## src/rtl/rotate_scan_ctrl.sv

```systemverilog
// rtl/rotate_scan_ctrl.sv - raster-scan controller driving a coordinate rotator, SRAM read and pixel stream; optional WAIT_ROT timeout under ROTATE_SCAN_TIMEOUT_EN
module rotate_scan_ctrl #(
    parameter int                   IMAGE_SIZE = 64,
    parameter int                   COOR_WIDTH = 6,
    parameter int                   ANG_WIDTH  = 9,
    parameter int                   PIX_WIDTH  = 16,
    parameter logic [PIX_WIDTH-1:0] BG_PIXEL   = '0
`ifdef ROTATE_SCAN_TIMEOUT_EN
    ,
    parameter int                   TIMEOUT_CYC = 64
`endif
) (
    input  logic                        i_clk,
    input  logic                        i_rst,
    input  logic                        i_start,
    input  logic signed [ANG_WIDTH-1:0] i_angle,
    output logic                        o_rot_start,
    output logic [COOR_WIDTH-1:0]       o_rot_H,
    output logic [COOR_WIDTH-1:0]       o_rot_V,
    output logic signed [ANG_WIDTH-1:0] o_rot_angle,
    input  logic                        i_rot_valid,
    input  logic [COOR_WIDTH-1:0]       i_rot_H,
    input  logic [COOR_WIDTH-1:0]       i_rot_V,
    input  logic                        i_rot_oor,
    output logic                        o_rd_req,
    output logic [COOR_WIDTH-1:0]       o_rd_H,
    output logic [COOR_WIDTH-1:0]       o_rd_V,
    input  logic                        i_rd_valid,
    input  logic [PIX_WIDTH-1:0]        i_rd_data,
    output logic                        o_pix_valid,
    input  logic                        i_pix_ready,
    output logic [PIX_WIDTH-1:0]        o_pix,
    output logic [COOR_WIDTH-1:0]       o_pix_H,
    output logic [COOR_WIDTH-1:0]       o_pix_V,
    output logic                        o_busy,
    output logic                        o_done,
    output logic                        o_err
);

    typedef enum logic [2:0] {
        IDLE     = 3'd0,
        ROT      = 3'd1,
        WAIT_ROT = 3'd2,
        READ     = 3'd3,
        OUT      = 3'd4,
        DONE     = 3'd5
    } state_t;

    localparam logic [COOR_WIDTH-1:0] COOR_MAX = COOR_WIDTH'(IMAGE_SIZE - 1);

    state_t                        state;
    state_t                        state_next;
    logic [COOR_WIDTH-1:0]         h_cnt;
    logic [COOR_WIDTH-1:0]         v_cnt;
    logic signed [ANG_WIDTH-1:0]   angle_q;
    logic                          last_pix;
    logic                          timeout_hit;

    // Destination counters double as rotator command and output coordinates
    assign o_rot_H     = h_cnt;
    assign o_rot_V     = v_cnt;
    assign o_pix_H     = h_cnt;
    assign o_pix_V     = v_cnt;
    assign o_rot_angle = angle_q;
    assign last_pix    = (h_cnt == COOR_MAX) && (v_cnt == COOR_MAX);

`ifdef ROTATE_SCAN_TIMEOUT_EN
    localparam int TO_W = $clog2(TIMEOUT_CYC + 1);
    logic [TO_W-1:0] to_cnt;

    assign timeout_hit = (state == WAIT_ROT) && !i_rot_valid &&
                         (to_cnt == TO_W'(TIMEOUT_CYC - 1));

    // Count cycles spent in WAIT_ROT; cleared on the way in, pulse o_err on expiry
    always_ff @(posedge i_clk) begin
        if (i_rst) begin
            to_cnt <= '0;
            o_err  <= 1'b0;
        end else begin
            o_err <= timeout_hit;
            if (state == WAIT_ROT) begin
                to_cnt <= to_cnt + 1'b1;
            end else begin
                to_cnt <= '0;
            end
        end
    end
`else
    assign timeout_hit = 1'b0;
    assign o_err       = 1'b0;
`endif

    // Next-state decode
    always_comb begin
        state_next = state;
        case (state)
            IDLE:     if (i_start) state_next = ROT;
            ROT:      state_next = WAIT_ROT;
            WAIT_ROT: begin
                if (i_rot_valid) begin
                    state_next = i_rot_oor ? OUT : READ;
                end else if (timeout_hit) begin
                    state_next = IDLE;
                end
            end
            READ:     if (i_rd_valid) state_next = OUT;
            OUT:      if (i_pix_ready) state_next = last_pix ? DONE : ROT;
            DONE:     state_next = IDLE;
            default:  state_next = IDLE;
        endcase
    end

    // State register, registered status strobes derived from next state, datapath
    always_ff @(posedge i_clk) begin
        if (i_rst) begin
            state       <= IDLE;
            h_cnt       <= '0;
            v_cnt       <= '0;
            angle_q     <= '0;
            o_rd_H      <= '0;
            o_rd_V      <= '0;
            o_pix       <= '0;
            o_busy      <= 1'b0;
            o_rot_start <= 1'b0;
            o_rd_req    <= 1'b0;
            o_pix_valid <= 1'b0;
            o_done      <= 1'b0;
        end else begin
            state       <= state_next;
            o_busy      <= (state_next != IDLE);
            o_rot_start <= (state_next == ROT);
            o_rd_req    <= (state_next == READ);
            o_pix_valid <= (state_next == OUT);
            o_done      <= (state_next == DONE);
            case (state)
                IDLE: begin
                    if (i_start) begin
                        angle_q <= i_angle;
                        h_cnt   <= '0;
                        v_cnt   <= '0;
                    end
                end
                WAIT_ROT: begin
                    if (i_rot_valid) begin
                        if (i_rot_oor) begin
                            o_pix <= BG_PIXEL;
                        end else begin
                            o_rd_H <= i_rot_H;
                            o_rd_V <= i_rot_V;
                        end
                    end
                end
                READ: begin
                    if (i_rd_valid) o_pix <= i_rd_data;
                end
                OUT: begin
                    if (i_pix_ready) begin
                        h_cnt <= h_cnt + 1'b1;
                        if (h_cnt == COOR_MAX) v_cnt <= v_cnt + 1'b1;
                    end
                end
                default: ;
            endcase
        end
    end

endmodule

```

## config.mk

```make
export PLATFORM = sky130hd
export DESIGN_NAME = rotate_scan_ctrl
export DESIGN_NICKNAME = d
export VERILOG_FILES = /design/src/rtl/rotate_scan_ctrl.sv
export SDC_FILE = /design/constraint.sdc
export NUM_CORES = 1
export LEC_CHECK = 0
export ABC_CLOCK_PERIOD_IN_PS = 2100
export BUFFER_PORTS_ARGS = -buffer_cell sky130_fd_sc_hd__buf_2
export CAP_MARGIN = 20
export CORE_MARGIN = 3
export CORE_UTILIZATION = 46
export DETAILED_ROUTE_END_ITERATION = 10
export GPL_TIMING_DRIVEN = 0
export MAX_ROUTING_LAYER = met4
export PLACE_DENSITY = 0.91
export SETUP_SLACK_MARGIN = 0.1
export SKIP_LAST_GASP = 1
export SLEW_MARGIN = 25
export SYNTH_ARGS = -nofsm -noshare
export SYNTH_HDL_FRONTEND = slang
export SYNTH_SLANG_ARGS = --single-unit
```

## constraint.sdc

```tcl
create_clock -name i_clk -period 2.1 [get_ports i_clk]
set_input_delay 0.42 -clock i_clk [delete_from_list [all_inputs] [get_ports i_clk]]
set_output_delay 0.42 -clock i_clk [all_outputs]
set_load 0.02 [all_outputs]
```

After elaboration in Yosys (flattened, before gate mapping)

Index checks and enable logic that the tools add are counted.

Word-level logic and storage cells: 58
Register bits: 57
Output and inout port bits: 67
Input bits: 44

Bitwise operators: 1
Equal/unequal tests: 16
Add/sub/neg operators: 2
Muxes and demuxes: 17
Reductions and logical operators: 10

Operators by type and width:

| cell                                          | count |
|---|---|
| two-way mux 16 bit                            | 3 |
| one-hot mux 16 bit (2 select lines)           | 1 |
| two-way mux 6 bit                             | 4 |
| one-hot mux 6 bit (2 select lines)            | 2 |
| two-way mux 3 bit                             | 6 |
| one-hot mux 3 bit (5 select lines)            | 1 |
| adder 6 x 1 -> 6 bit, second input constant   | 2 |
| == test 6 bit, second input constant          | 2 |
| != test 2 bit, second input constant          | 6 |
| == test 3 x 2 -> 1 bit, second input constant | 3 |
| == test 3 bit, second input constant          | 3 |
| AND reduction 4 bit                           | 2 |
| == test 3 x 1 -> 1 bit, second input constant | 2 |
| AND reduction 3 bit                           | 2 |
| nonzero test 2 bit                            | 2 |
| zero test 3 bit                               | 1 |
| nonzero test 3 bit                            | 1 |
| AND reduction 2 bit                           | 1 |
| logical AND 1 bit                             | 1 |
| inverter 1 bit                                | 1 |

Depth between registers and ports, before layout

Gate-level depths: netlist of run 1.

Depth in word-level cells: 6
Gate-level depth with buffers: 6
Mapped depth without buffers: 5

Worst setup path before layout of run 1

Ideal clock, no wire load.

Path type: register -> register
Start point: reg h_cnt[0] (netlist: o_pix_H[0])
End point: reg v_cnt[5] (netlist: o_pix_V[5])
Period minus slack after synthesis: 1.796 ns
Cell stages (with the launch flop): 6
Path buffers: 0
Arrival: 1.725 ns
Slack: 0.304 ns
Data required time: 2.029 ns
Setup time: 0.071 ns
Cell sequence: dfxtp_1 > ha_1 > and4_1 > a31oi_4 > or4_1 > a21oi_1

Cells in the longest elaborated chain, start to end: 3

RTL lines:

| item                                 | line | RTL |
|---|---|---|
| start: declaration                   | 53   | `logic [COOR_WIDTH-1:0] h_cnt;` |
| start signal: assignment             | 158  | `h_cnt <= h_cnt + 1'b1;` |
| == test 6 bit                        | 159  | `if (h_cnt == COOR_MAX) v_cnt <= v_cnt + 1'b1;` |
| != test 2 bit (no source line)       | n/a  |  |
| AND reduction 4 bit (no source line) | n/a  |  |
| end signal: assignment               | 159  |  |
| end: declaration                     | 54   | `logic [COOR_WIDTH-1:0] v_cnt;` |

No other way between the ends.
A chain may end at the register's enable or synchronous reset.

Final worst setup path of run 1

Start point: reg state[2]
End point: reg o_rd_H[4]

Cells in the longest elaborated chain, start to end: 2

RTL lines:

| item                                 | line | RTL |
|---|---|---|
| start: declaration                   | 51   | `state_t state;` |
| start signal: assignment             | 129  | `state <= state_next;` |
| == test 3 x 2 -> 1 bit               | 135  | `case (state)` |
| AND reduction 3 bit (no source line) | n/a  |  |
| end signal: assignment               | 148  | `o_rd_H <= i_rot_H;` |
| end: declaration                     | 26   | `output logic [COOR_WIDTH-1:0] o_rd_H,` |

No other way between the ends.

==> impl_metrics.ini, run 1 <==
[global_route]
grt_pass1_vias = 2138
grt_overflow_total = 0
antenna_found_initial = 0
grt_pass1_wl_um = 9604
gr-usage-all-layers = 0.2047
grt_max_degree = 11

[worst_setup_path]
critPathMaxFanout = 10
start_kind = register
r2r-end = o_rd_H[4]
required_ns = 2.30
critPathTopFamily = simple AND/OR/NAND/NOR gates
cp_num_cells = 6
cp-end-kind = register
crit_end = o_rd_H[4]
startpoint = state[2]
crit-reg2reg-launch = state[2]
crit_buf_inv = 2
cpPeakStageDelay_ns = 0.49
worstSetupPathType = reg -> reg
crit_path_top_delay_cell = nor4b_4
r2r_slack_ns = 0.20
reg2reg_depth = 6
crit_arrival_ns = 2.10
crit_chain = buf_6 -> nand2b_2 -> nor4b_4 -> buf_4 -> mux2i_1 -> nor2_1

[floorplan]
chipWidth_um = 78
rows = 25
pin_count = 111
die_y_um = 78
die_area_um2 = 6084
initial_core_util = 0.4887
core_area_um2 = 4880

[cells_and_area]
syn_to_final_growth_pct = 35.57
final-seq-area_um2 = 1141
nFillCells = 395
multi_input_area_um2 = 1075
drive_above_1_share = 0.3934
final_nets = 435
antenna_cells = 0
fin_util = 0.6626

[cts]
cts_htree_levels = 3
clock_latency_ns = 0.33
numCtsBuffers = 9
clock-root-buffer = clkbuf_8
hold_buffers = 0
clock-sinks = 57
cts_buffer_depth = 2
clkTransAtPathRegs_ns = 0.07
cts_tree = built

[logic_synthesis]
syn-cell-area_um2 = 2385
avgSynthCellArea_um2 = 8.865
ys_seq_area_frac = 0.4785
synthCells = 269
ys_types = 41
synth-seq-cells = 57
synth_warnings = 0
synth_fp_nets = 315

[sta]
fin_skew_ns = 0.008747
holdWs_ns = 0.3317
slew-limit-headroom = 0.6391
tns_ns = 0
worst_slack_ns = 0.2005
post-route-min-period_ns = 1.900
rsz0062_at_grt = true
final-setup-viol-count = 0
slew_violations = 0
tightest_slew_ns = 0.5414
hold_viol_final = 0
fmax_ghz = 0.5265
fin_crit_sh = 0.9045

[power]
switching_share = 0.2497
power.internal_mw = 1.782
power_density_nw_per_um2 = 734.7
finalPower_mw = 2.375
p_switching_mw = 0.5930
seq_power_share = 0.473
leakage_nw = 1.459
pwr-share-comb = 0.111
ir_drop_mv = 0.4392
power.clock.fraction = 0.416

[place]
hpwlAfterDp_um = 4395
dp_slack_ns = 0.1468
gp_congestion = 0.8308
port_buffers = 108

[route]
first_iter_violations = 115
drtPass1Iterations = 4
routed_via_density = 5.074
drcViolationCount = 0
wl_per_cell_um = 13.01
via_count = 2339
antenna_left = 0
drt_wl_total_um = 5998

[min_path]
min_from = i_angle[0]
holdCritPathClass = in -> reg

[outcome]
status = complete, no violations

[run]
max-cap-violations = 0
==> per-layer routing <==
metal  wire length, um  GRT usage
met5                 0          -
met4                59    0.06469
met3               568    0.06845
met2              2883     0.3322
met1              2487     0.2400
==> layout by cell type (no fill, tap or decap), types with 3 or more instances in the layout <==
cell and count:
a21oi_1 31, a31oi_1 3, buf_2 109, buf_4 15, clkbuf_1 8, clkbuf_8 10
clkinv_2 4, dfxtp_1 57, inv_1 5, mux2i_1 14, nand2_1 42, nand3_1 24
nor2_1 24, nor3_1 6, o21ai_0 3, xnor2_1 4
==> layout make-up <==
type	count	share of cell area
sequential	57	0.3529
multi-input combinational	182	0.3324
tap	67	0.02593
clock buffer	10	0.04257
clock inverter	6	0.01780
timing repair buffer	109	0.1695
buffer	25	0.05302
inverter	5	0.005805
==> worst min path at each step <==
stage / to / slack [ns] / depth (start not counted)
6_report: o_rot_angle[0] / 0.33 / 3
3_5_place_dp: o_rot_angle[5] / 0.44 / 2
2_1_floorplan: o_pix[0] / 0.53 / 2
3_3_place_gp: o_pix[3] / 0.44 / 2
5_1_grt: o_rot_angle[0] / 0.31 / 3
4_1_cts: o_rd_V[4] / 0.31 / 3
==> cells by family after synthesis <==
family          after synthesis  synth area share
simple gates                115            0.2414
xor+xnor                      4           0.01469
flops                        57            0.4785
mux                          15           0.06348
fa+ha+maj                     2           0.01049
compound gates               45            0.1102
buf+inv                      30           0.07975
other cells                   1          0.001572
==> cells in the mapped netlist <==
cell,number,area share
dfxtp_1,57,0.48
nand2_1,42,0.066
a21oi_1,32,0.067
nor2_1,25,0.039
nand3_1,24,0.050
buf_4,14,0.044
mux2i_1,14,0.059
clkbuf_1,8,0.013
nor3_1,6,0.013
inv_1,5,0.0079
xnor2_1,4,0.015
a31oi_1,3,0.0079
o21ai_0,3,0.0063
ha_1,2,0.010
nand3b_1,2,0.0063
nor4b_4,2,0.020
or3_2,2,0.0063
a211oi_1,1,0.0031
a21boi_0,1,0.0031
a21o_1,1,0.0031
a31oi_4,1,0.0089
and4_1,1,0.0037
and4bb_2,1,0.0052
buf_12,1,0.0084
buf_2,1,0.0021
buf_6,1,0.0047
conb_1,1,0.0016
mux2_2,1,0.0047
nand2b_2,1,0.0037
nand4_1,1,0.0026
nor3b_1,1,0.0031
nor4_1,1,0.0026
nor4b_1,1,0.0037
o311ai_1,1,0.0037
o31ai_1,1,0.0031
o41ai_1,1,0.0037
or2_0,1,0.0026
or2_2,1,0.0026
or3_1,1,0.0026
or4_1,1,0.0031
or4bb_1,1,0.0047
==> metrics by stage <==
stage | instances | cell area [um^2]
floorplan | 269 | 2385
global placement | 444 | 3009
detailed placement | 444 | 3009
CTS | 460 | 3204
global route | 461 | 3233
finish | 461 | 3233
==> power by group through the flow <==
stage / clock [mW] / combinational, mW / sequential (mW)
3_5_place_dp: 0 / 0.255 / 1.15
6_report: 0.988 / 0.263 / 1.12
4_1_cts: 1.01 / 0.257 / 1.12
2_1_floorplan: 0 / 0.127 / 1.18
5_1_grt: 1.07 / 0.288 / 1.13
3_3_place_gp: 0 / 0.249 / 1.15
==> state kept, by name, summed over array words and instances (netlist names) <==
name / count
o_pix: 16
o_pix_valid: 1
o_rd_H: 6
o_pix_H: 6
o_busy: 1
o_rot_angle: 9
o_rd_req: 1
o_done: 1
o_rd_V: 6
o_pix_V: 6
o_rot_start: 1
state: 3
==> worst reg2reg max path, cell delays in order, from the launching register on <==
cell,delay [ns]
dfxtp_1,0.31
buf_6,0.13
nand2b_2,0.24
nor4b_4,0.49
buf_4,0.31
mux2i_1,0.23
nor2_1,0.07
==> repair_timing <==
item / in CTS / in global routing
setup endpoints to repair: 0 / 14
setup buffers: 0 / 1
resized for setup: 0 / 4
(Power assumes the default switching activity.)
==> inputs of run 2 (changes only) <==
ABC_CLOCK_PERIOD_IN_PS = 1930   (was 2100)
CORE_ASPECT_RATIO = 0.9   (was not set)
clock period = 1.93 ns   (was 2.1 ns; I/O delays follow)
==> run 2 against run 1 <==
  * Clock skew increased by 0.0017 ns
  * Register-to-register slack better by 0.02 ns
  * Setup slack improved by 0.019 ns
  * Sequential power grew 9%
  * Critical path depth stayed put
  * Sequential share of layout area shrank 0.20 points
  * First-iteration DRC count fell by 30%
  * Sequential cell count unchanged
  * Cell area grew 1.0%
  * Maximum frequency rose by 11%
  * Via count down 1.2%
  * Die area about the same
  * Critical path type unchanged
==> impl_metrics.ini, run 2 (synthesized netlist as in run 1, its figures left out) <==
[cells_and_area]
multi_input_area_um2 = 1087
nFillCells = 424
layout_commonest_cell = buf_2
largest_register_ffs = 16
syn_to_final_growth_pct = 36.94
largest-register = o_pix
fin_util = 0.6631
layout_common_cells = 109 x buf_2, 53 x dfxtp_1, 42 x nand2_1, 31 x a21oi_1
antenna_cells = 0
final-seq-area_um2 = 1146
drive_above_1_share = 0.4116
final_nets = 437

[cts]
clock-sinks = 57
clock_latency_ns = 0.33
clock-root-buffer = clkbuf_8
clkTransAtPathRegs_ns = 0.07
numCtsBuffers = 9
cts_htree_levels = 3
cts_tree = built
hold_buffers = 0
cts_buffer_depth = 2

[worst_setup_path]
worstSetupPathType = reg -> reg
start_kind = register
cp-end-kind = register
crit_arrival_ns = 1.92
critPathMaxFanout = 10
required_ns = 2.14

[global_route]
grt_pass1_wl_um = 9177
grt_overflow_total = 0
antenna_found_initial = 0
gr-usage-all-layers = 0.2026
grt_max_degree = 11
grt_pass1_vias = 2151

[power]
leakage_nw = 1.483
finalPower_mw = 2.603
ir_drop_mv = 0.5766
power_density_nw_per_um2 = 797.0

[floorplan]
core_area_um2 = 4925
initial_core_util = 0.4842
die_area_um2 = 6085
die_y_um = 74.31
pin_count = 111
chipWidth_um = 81.90
rows = 24

[route]
antenna_left = 0
first_iter_violations = 81
routed_via_density = 5.013
via_count = 2311
drt_wl_total_um = 5864
wl_per_cell_um = 12.72
drcViolationCount = 0
drtPass1Iterations = 4

[place]
port_buffers = 108
hpwlAfterDp_um = 4362
gp_congestion = 0.7758

[sta]
final-setup-viol-count = 0
slew_violations = 0
fin_skew_ns = 0.01046
rsz0062_at_grt = true
slew-limit-headroom = 0.6232
tightest_slew_ns = 0.5652
post-route-min-period_ns = 1.711
tns_ns = 0
fin_crit_sh = 0.8865
hold_viol_final = 0
fmax_ghz = 0.5845

[outcome]
status = complete, no violations

[run]
max-cap-violations = 0

[min_path]
holdCritPathClass = in -> reg
run 2: cell types whose count changed in the layout (fill, tap and decap cells not counted), moves of 2 or more:
| cell | before | now |
|---|---|---|
| buf_4 | 15 | 17 |
| clkinv_2 | 4 | 2 |
| dfxtp_1 | 57 | 53 |
| dfxtp_2 | 0 | 4 |
run 2: what timing repair did:
item,4_1_cts,5_1_grt
buffers inserted,3,0
resized for setup,3,10
setup endpoints to repair,19,14
pin swaps,2,1
run 2: worst max-delay path, stage by stage, from the launching register on:
cell and delay (ns):
dfxtp_1 0.31, buf_6 0.13, nand2b_2 0.24, nor4b_4 0.35, buf_4 0.27, mux2i_1 0.23, nor2_1 0.06
run 2: path summary, 6_finish.rpt:
path	startpoint	to	slack [ns]	cells after the start
worst max register to register	state[2]	o_rd_H[1]	0.22	6
worst min register to register	o_pix[12]	o_pix[12]	0.45	2
worst min-delay path	i_rot_V[4]	o_rd_V[4]	0.29	3
worst max-delay path	state[2]	o_rd_H[1]	0.22	6
run 2: area by class of cell:
cell class / count / area share
multi-input cells: 182 / 0.3329
plain buffers: 25 / 0.05287
clock inverters: 5 / 0.01686
inverters: 5 / 0.005747
clock buffers: 11 / 0.04330
repair buffers: 111 / 0.1724
flip-flops and latches: 57 / 0.3510
well taps: 65 / 0.02490
run 2: report_power, final:
part	leakage (nW)	switching (mW)	internal [mW]	total [mW]
Sequential	0.464	0.0164	1.21	1.22
Combinational	0.924	0.173	0.114	0.287
Clock	0.0953	0.466	0.626	1.09
run 2: per-stage QoR:
stage	area [um^2]	std cells	hold slack (ns)	worst slack [ns]
2_1_floorplan	2385	269	0.5220	0.1342
3_3_place_gp	3007	442	0.4352	0.03066
3_5_place_dp	3007	442	0.4426	0.02606
4_1_cts	3239	461	0.2764	0.1587
5_1_grt	3266	461	0.2841	0.08421
6_report	3266	461	0.2890	0.2191
run 2: metal layers:
layer | vias to the layer above | part of all wire | GRT usage | routed length, um
met5 | - | 0 | - | 0
met4 | 0 | 0.013 | 0.09225 | 78
met3 | 9 | 0.098 | 0.06174 | 573
met2 | 104 | 0.46 | 0.3265 | 2676
met1 | 1040 | 0.43 | 0.2312 | 2536
li1 | 1158 | - | - | -
==> inputs of run 3 (changes only) <==
MAX_ROUTING_LAYER = not set   (was met4)
==> run 3 against run 2 <==
  * Sequential cell count is the same
  * Critical endpoint unchanged
  * Cell area is the same
  * Die area unchanged
  * Sequential power about the same
==> impl_metrics.ini, run 3 (synthesized netlist as in run 1, its figures left out) <==
[cells_and_area]
drive_above_1_share = 0.4116
largest-register = o_pix
layout_common_cells = 109 x buf_2, 53 x dfxtp_1, 42 x nand2_1, 31 x a21oi_1
fin_util = 0.6631
final_nets = 437
largest_register_ffs = 16
nFillCells = 424
antenna_cells = 0
layout_commonest_cell = buf_2
stdcell_count = 461
syn_to_final_growth_pct = 36.94

[global_route]
gr-usage-all-layers = 0.1964
grt_pass1_vias = 2152
grt_overflow_total = 0
grt_pass1_wl_um = 9170
grt_max_degree = 11
antenna_found_initial = 0

[cts]
clock_latency_ns = 0.34
cts_htree_levels = 3
clkTransAtPathRegs_ns = 0.07
cts_buffer_depth = 2
clock-root-buffer = clkbuf_8
clock-sinks = 57
numCtsBuffers = 9
cts_tree = built
hold_buffers = 0

[power]
power_density_nw_per_um2 = 797.3
leakage_nw = 1.483
ir_drop_mv = 0.5783

[place]
port_buffers = 108
dp_slack_ns = 0.02606
hpwlAfterDp_um = 4362
gp_congestion = 0.7657
dpl.cell_count = 442

[sta]
post-route-min-period_ns = 1.711
slew_violations = 0
slew-limit-headroom = 0.6154
hold_viol_final = 0
fin_skew_ns = 0.01066
fmax_ghz = 0.5845
tns_ns = 0
worst_slack_ns = 0.2190
tightest_slew_ns = 0.5770
rsz0062_at_grt = true
final-setup-viol-count = 0
fin_crit_sh = 0.8865

[min_path]
worstHoldPathCells = 3
holdCritPathClass = in -> reg
min_from = i_rot_V[4]
whs_endpoint = o_rd_V[4]

[worst_setup_path]
crit_path_top_delay_cell = nor4b_4
cp-end-kind = register
critPathMaxFanout = 10
crit_arrival_ns = 1.93
start_kind = register
r2r_slack_ns = 0.22
worstSetupPathType = reg -> reg
cpPeakStageDelay_ns = 0.35
r2r-end = o_rd_H[1]
crit-reg2reg-launch = state[2]
required_ns = 2.14
crit_chain = buf_6 -> nand2b_2 -> nor4b_4 -> buf_4 -> mux2i_1 -> nor2_1
reg2reg_depth = 6
crit_buf_inv = 2
critPathTopFamily = simple AND/OR/NAND/NOR gates

[floorplan]
initial_core_util = 0.4842
die_area_um2 = 6085
die_y_um = 74.31
pin_count = 111
chipWidth_um = 81.90
rows = 24
core_area_um2 = 4925

[route]
wl_per_cell_um = 12.77
drcViolationCount = 0
via_count = 2306
routed_via_density = 5.002
antenna_left = 0
drtPass1Iterations = 4
first_iter_violations = 79
drt_wl_total_um = 5886

[run]
max-cap-violations = 0

[outcome]
status = complete, no violations
[run 3: cell counts in the layout (fill, tap and decap cells not counted)]
No cell type changed its count.
[run 3: worst register-to-register path, delay by kind of cell, from the launching register on]
kind	cells	cell delay (ns)
buffers and inverters	2	0.40
AND/OR/NAND/NOR	3	0.65
multiplexers	1	0.23
flip-flops	1	0.31
[run 3: worst max-delay path by stage]
stage,from,to,slack [ns],depth (start not counted)
after global routing,o_pix_V[0],o_pix_valid,0.08,5
final,state[2],o_rd_H[1],0.22,6
after CTS,o_pix_H[0],o_pix_V[5],0.16,5
after floorplan,o_pix_H[0],o_pix_V[5],0.13,5
after global placement,state[2],o_pix_V[5],0.03,5
after detailed placement,state[2],o_pix_V[5],0.03,5
[run 3: timing repair]
| action | 4_1_cts | 5_1_grt |
|---|---|---|
| setup buffers | 3 | 0 |
| pin swaps | 2 | 1 |
| setup endpoints to repair | 19 | 14 |
| gates resized for setup | 3 | 10 |
[run 3: final cells by class]
| cell class | instances | area [um^2] | area share |
|---|---|---|---|
| flip-flops and latches | 57 | 1146 | 0.3510 |
| multi-input cells | 182 | 1087 | 0.3329 |
| repair buffers | 111 | 563.0 | 0.1724 |
| plain buffers | 25 | 172.7 | 0.05287 |
| clock buffers | 11 | 141.4 | 0.04330 |
| well taps | 65 | 81.33 | 0.02490 |
| clock inverters | 5 | 55.05 | 0.01686 |
| inverters | 5 | 18.77 | 0.005747 |
[run 3: stage by stage]
| step | hold WS, ns | cell area [um^2] | power, mW |
|---|---|---|---|
| final | 0.2860 | 3266 | 2.604 |
| after global routing | 0.2841 | 3266 | 2.690 |
| after CTS | 0.2764 | 3239 | 2.625 |
| after detailed placement | 0.4426 | 3007 | 1.524 |
| after global placement | 0.4352 | 3007 | 1.517 |
| after floorplan | 0.5220 | 2385 | 1.418 |
[run 3: report_power, final]
part / switching [mW] / internal (mW) / leakage (nW)
Sequential: 0.0164 / 1.21 / 0.464
Combinational: 0.174 / 0.114 / 0.924
Clock: 0.467 / 0.626 / 0.0953
Total: 0.657 / 1.95 / 1.48
[run 3: layer usage]
| layer | vias up | part of all wire | track usage |
|---|---|---|---|
| li1 | 1158 | - | - |
| met1 | 1034 | 0.42 | 0.2214 |
| met2 | 107 | 0.46 | 0.3265 |
| met3 | 7 | 0.11 | 0.07748 |
| met4 | 0 | 0.010 | 0.09225 |
| met5 | - | 0 | 0 |
